**src/rtl/pwm_multichannel.sv**
```systemverilog
// Multi-channel PWM generator with a shared step timebase and double-buffered duty vectors.
// Duty vectors are accepted through valid/ready and take effect only at a period boundary.
module pwm_multichannel #(
    parameter int N_CH          = 2,
    parameter int PWM_STEPS     = 64,
    parameter int DUTY_W        = $clog2(PWM_STEPS + 1),
    parameter int CLKS_PER_STEP = 4,
    parameter int SYMB_DIV      = 1000,
    parameter int INVERT        = 0
) (
    input  logic                     clk,
    input  logic                     rst,
    input  logic                     enable,
    input  logic                     center,
    input  logic [N_CH*DUTY_W-1:0]   duty_data,
    input  logic                     duty_valid,
    output logic                     duty_ready,
    output logic [N_CH-1:0]          pwm,
    output logic                     symbol,
    output logic                     period_start,
    output logic                     underrun
);

    localparam int PS_W = (CLKS_PER_STEP > 1) ? $clog2(CLKS_PER_STEP) : 1;
    localparam int ST_W = $clog2(PWM_STEPS);
    localparam int PC_W = (SYMB_DIV > 1) ? $clog2(SYMB_DIV) : 1;
    localparam int CW   = DUTY_W + 1;

    localparam logic [DUTY_W-1:0] DUTY_MAX = DUTY_W'(PWM_STEPS);
    localparam logic [CW-1:0]     STEPS_C  = CW'(PWM_STEPS);
    localparam logic              IDLE     = (INVERT != 0);

    logic [PS_W-1:0]        presc_q, presc_d;
    logic [ST_W-1:0]        step_q, step_d;
    logic [PC_W-1:0]        per_q, per_d;
    logic [N_CH*DUTY_W-1:0] active_q, active_d;
    logic [N_CH*DUTY_W-1:0] shadow_q, shadow_d;
    logic                   pending_q, pending_d;
    logic                   mode_q, mode_d;
    logic [N_CH-1:0]        pwm_q, pwm_d;
    logic                   symbol_q, symbol_d;
    logic                   period_start_q, period_start_d;
    logic                   underrun_q, underrun_d;

    logic step_tick;
    logic boundary;
    logic accept;

    function automatic logic [DUTY_W-1:0] saturate(input logic [DUTY_W-1:0] d);
        return (d > DUTY_MAX) ? DUTY_MAX : d;
    endfunction

    function automatic logic chan_on(input logic [ST_W-1:0] step,
                                     input logic [DUTY_W-1:0] d,
                                     input logic ctr);
        logic [CW-1:0] s;
        logic [CW-1:0] dw;
        logic [CW-1:0] lo;
        s  = CW'(step);
        dw = CW'(d);
        lo = (STEPS_C - dw) >> 1;
        if (ctr) begin
            return (s >= lo) && (s < lo + dw);
        end
        return s < dw;
    endfunction

    always_comb begin
        // NOTE: every always_comb output gets a default first so no path can infer a latch.
        presc_d        = presc_q;
        step_d         = step_q;
        per_d          = per_q;
        active_d       = active_q;
        shadow_d       = shadow_q;
        pending_d      = pending_q;
        mode_d         = mode_q;
        pwm_d          = {N_CH{IDLE}};

        step_tick = enable && (presc_q == PS_W'(CLKS_PER_STEP - 1));
        boundary  = step_tick && (step_q == ST_W'(PWM_STEPS - 1));
        accept    = duty_valid && !pending_q;

        if (enable) begin
            presc_d = step_tick ? '0 : presc_q + PS_W'(1);
        end
        if (step_tick) begin
            step_d = (step_q == ST_W'(PWM_STEPS - 1)) ? '0 : step_q + ST_W'(1);
        end

        if (boundary) begin
            per_d     = (per_q == PC_W'(SYMB_DIV - 1)) ? '0 : per_q + PC_W'(1);
            mode_d    = center;
            pending_d = 1'b0;
            if (pending_q) begin
                for (int i = 0; i < N_CH; i++) begin
                    active_d[i*DUTY_W +: DUTY_W] = saturate(shadow_q[i*DUTY_W +: DUTY_W]);
                end
            end
        end

        // A vector accepted on a boundary cycle stays pending for the following boundary.
        if (accept) begin
            shadow_d  = duty_data;
            pending_d = 1'b1;
        end

        // NOTE: pwm is decoded from next-state values so the registered output lines up with
        // step_q and period_start (step 0 output appears in the cycle after the boundary).
        if (enable) begin
            for (int i = 0; i < N_CH; i++) begin
                pwm_d[i] = chan_on(step_d, active_d[i*DUTY_W +: DUTY_W], mode_d) ^ IDLE;
            end
        end

        period_start_d = boundary;
        symbol_d       = boundary && (per_q == PC_W'(SYMB_DIV - 1));
        underrun_d     = boundary && !pending_q;
    end

    // NOTE: sequential state uses non-blocking assignments only.
    always_ff @(posedge clk or negedge rst) begin
        if (!rst) begin
            presc_q        <= '0;
            step_q         <= '0;
            per_q          <= '0;
            active_q       <= '0;
            shadow_q       <= '0;
            pending_q      <= 1'b0;
            mode_q         <= 1'b0;
            pwm_q          <= {N_CH{IDLE}};
            symbol_q       <= 1'b0;
            period_start_q <= 1'b0;
            underrun_q     <= 1'b0;
        end else begin
            presc_q        <= presc_d;
            step_q         <= step_d;
            per_q          <= per_d;
            active_q       <= active_d;
            shadow_q       <= shadow_d;
            pending_q      <= pending_d;
            mode_q         <= mode_d;
            pwm_q          <= pwm_d;
            symbol_q       <= symbol_d;
            period_start_q <= period_start_d;
            underrun_q     <= underrun_d;
        end
    end

    assign duty_ready   = !pending_q;
    assign pwm          = pwm_q;
    assign symbol       = symbol_q;
    assign period_start = period_start_q;
    assign underrun     = underrun_q;

endmodule

```
**config.mk**
```make
export PLATFORM = sky130hd
export DESIGN_NAME = pwm_multichannel
export DESIGN_NICKNAME = d
export VERILOG_FILES = /design/src/rtl/pwm_multichannel.sv
export SDC_FILE = /design/constraint.sdc
export NUM_CORES = 1
export LEC_CHECK = 0
export BUFFER_PORTS_ARGS = -buffer_cell sky130_fd_sc_hd__buf_2
export CORE_ASPECT_RATIO = 0.9
export CORE_MARGIN = 3
export CORE_UTILIZATION = 40
export DETAILED_ROUTE_END_ITERATION = 10
export PLACE_DENSITY_LB_ADDON = 0.2
export SYNTH_ARGS = -nofsm -noshare
export SYNTH_HDL_FRONTEND = slang
export SYNTH_SLANG_ARGS = --single-unit
```
**constraint.sdc**
```tcl
create_clock -name clk -period 5.95 [get_ports clk]
set_clock_uncertainty 0.2 [all_clocks]
set_input_delay 0.595 -clock clk [delete_from_list [all_inputs] [get_ports clk]]
set_output_delay 0.595 -clock clk [all_outputs]
set_load 0.05 [all_outputs]
```
==> flow_summary.yaml <==
cts:
  cts_resized: 0
  post_cts_buffers: 0
  numCtsBuffers: 5
  clockBufferDepth: 2
  h-tree-depth: 2
  cts_tree: "done"
  clk_pin_slew_ns: 0.11
  clock_sinks: 53
  cts-root-buf: "clkbuf_8"
  cts_hold_buf: 0
  clk-insertion-delay-late_ns: 0.31
run:
  drv_cap: 0
timing:
  whs_ns: 0.186
  rsz0062_at_grt: "no"
  clock.fmax_mhz: 201
  slew-limit-headroom: 0.327
  hold_violations: 0
  worstMarginPinSlew_ns: 1.00
  period_minus_slack_ns: 4.98
  timing.setup.tns_ns: 0
  slew_viol_final: 0
  setup_viol: 0
  post-route-period-util: 0.837
setup_path:
  path_max_fanout: 17
  reg2reg_slack_ns: 0.97
  critical_path.endpoint_type: "flop"
  critical_path_class: "reg2reg"
  r2r_start: "step_q[0]"
  arrival_ns: 4.99
  required_ns: 5.95
  start_kind: "flop"
  critPathLaunch: "step_q[0]"
floorplanning:
  dieArea_um2: 11100
  std_cell_rows: 33
  core_area_um2: 9370
  initial_core_util: 0.421
  fp.dieW_um: 111
  die_y_um: 100
  top_level_ports: 25
global_route:
  grt_max_degree: 54
  grt_usage: 0.163
  overflow: 0
  antenna_found_initial: 0
  grt_pass1_wl_um: 14900
  grt_pass1_vias: 3009
final_layout:
  design_area_um2: 4300
  area_growth_pct: 8.88
  antennaDiodeCount: 0
  drive_above_1_share: 0.153
  nets: 499
routing:
  drtAntennaViolNets: 0
  wl_per_cell_um: 15.5
  drt-total-wl_um: 8590
  vias: 3024
  vias_per_cell: 5.47
  drtPass1Iterations: 4
  drc: 0
  drtIter0Drc: 117
place:
  hpwlAfterDp_um: 6720
  postPlaceCellArea_um2: 4210
  port_buffers: 24
  gp_congestion: 0.885
synthesis:
  postSynthAreaPerCell_um2: 9.79
  syn-cell-area_um2: 3950
  ys_seq_elements: 53
  synth_fp_nets: 472
  syn-instance-count: 403
  synth_cell_type_count: 57
  yosys_warnings: 0
  yosysSeqAreaShare: 0.336
run_status:
  status: "finished, final reports clean"
power_and_ir_drop:
  leakage_nw: 2.00
  worst_ir_drop_vdd_uv: 153
  power_density_nw_per_um2: 241
worst_hold_path:
  holdCritPathClass: "in2async"
power breakdown:
| part | internal [mW] | switching (mW) | leakage (nW) |
|---|---|---|---|
| combinational | 0.166 | 0.223 | 1.26 |
| clock | 0.0834 | 0.128 | 0.0374 |
| sequential | 0.397 | 0.0395 | 0.699 |
cell usage in the layout (no fill, tap or decap), types with 3 or more instances in the layout:
cell and count:
a211oi_1 5, a21o_1 4, a21oi_1 14, buf_2 24
buf_4 4, clkbuf_8 5, dfrtp_1 53, ha_1 49
inv_1 29, mux2_2 17, mux2i_1 10, nand2_1 22
nand2b_1 5, nand3_1 12, nand3b_1 3, nand4_1 5
nor2_1 35, nor2b_1 13, nor3_1 10, nor3b_1 5
nor4_1 4, o2111ai_1 4, o211ai_1 3, o21a_1 6
o21ai_0 11, o31ai_1 6, or3_1 3, xnor2_1 24
xor2_1 9
Yosys cell counts, drive strengths merged:
cell type	count	area, um2
clkinv	1	3.75
a31o	1	8.76
o2111ai	4	35.0
o31ai	6	45.0
a21boi	1	7.51
nor2b	13	81.3
nor3	10	50.1
nor3b	5	37.5
o41ai	1	8.76
buf	4	25.0
o311ai	1	8.76
clkbuf	4	15.0
nand3b	3	22.5
xnor2	24	210
mux2i	11	123
nand2b	5	31.3
a311oi	2	17.5
ha	49	613
and4	2	20.0
o31a	1	8.76
mux2	19	218
xor2	9	78.8
nor4	5	37.5
a211o	2	17.5
nand3	13	77.6
o211ai	3	22.5
a211oi	5	37.5
and2	1	6.26
and3	3	20.0
a2111oi	2	23.8
o21ba	1	10.0
nand4	7	73.8
o21ai	12	60.1
or3	3	18.8
nor4b	2	17.5
a31oi	1	6.26
dfrtp	53	1330
a21oi	14	70.1
or2	2	12.5
inv	29	109
fa	1	20.0
nor2	36	151
o21a	6	45.0
a21o	4	30.0
nand2	22	82.6
layer usage:
layer,global-route usage,routed length (um)
met3,0.0265,220
met2,0.259,3980
met1,0.233,4300
met4,0.0398,97
met5,0,0
registers in the layout, indices dropped and copies added, names as in the netlist:
signal and count:
per_q 10, presc_q 2, period_start 1, pending_q 1, step_q 6, symbol 1, underrun 1, mode_q 1
active_q 14, shadow_q 14, pwm 2
per-stage QoR:
stage / setup slack (ns) / total power [mW] / std cells / utilization
detailed placement: 0.885 / 0.834 / 545 / 0.449
floorplan: 1.48 / 0.718 / 403 / -
global route: 0.540 / 1.12 / 553 / 0.458
CTS: 0.993 / 1.05 / 553 / 0.458
finish: 0.967 / 1.04 / 553 / 0.458
global placement: 0.982 / 0.818 / 545 / 0.449
worst max-delay path, cell delays in order (launching register included):
cell and delay (ns):
dfrtp_1 0.43, ha_1 0.28, nand4_4 0.19, nor2_8 0.37
nand3b_1 0.12, nand2_1 0.19, inv_1 0.11, ha_1 0.30
xnor2_1 0.27, xnor2_1 0.16, ha_1 0.18, or2_2 0.12
nor2_1 0.04, a211oi_1 0.49, nor2_1 0.14, nor3_1 0.20
xnor2_1 0.10, ha_1 0.27, o21ai_0 0.07, nor3_1 0.14
o21a_1 0.13, o2111ai_1 0.11, o21a_1 0.22
final cells by class:
type                            instances  area, um2
Fill cell                             895       5080
Multi-Input combinational cell        312       2470
Sequential cell                        53       1330
Tap cell                              122        153
Timing Repair Buffer                   28        150
Inverter                               30        113
Clock buffer                            6       72.6
Clock inverter                          2       15.0
kinds of logic (layout without fill, tap and decap cells):
group	after synthesis	after routing	share of synthesized area
multiplexers	30	30	0.0863
adder cells (fa/ha/maj)	50	50	0.160
AND/OR/NAND/NOR	132	132	0.188
XOR/XNOR	33	33	0.0733
AO/OA/AOI/OAI	67	67	0.117
flip-flops	53	53	0.336
buffers and inverters	38	66	0.0387
worst paths after layout:
| path | end | depth (start not counted) |
|---|---|---|
| setup / recovery | pwm[0] | 22 |
| hold / removal | per_q[4] | 2 |
| setup reg to reg | pwm[0] | 22 |
| hold reg to reg | presc_q[0] | 1 |
| max in group asynchronous | active_q[6] | 2 |
| min in group clk | presc_q[0] | 1 |
Power figures use the tool's default switching activity.
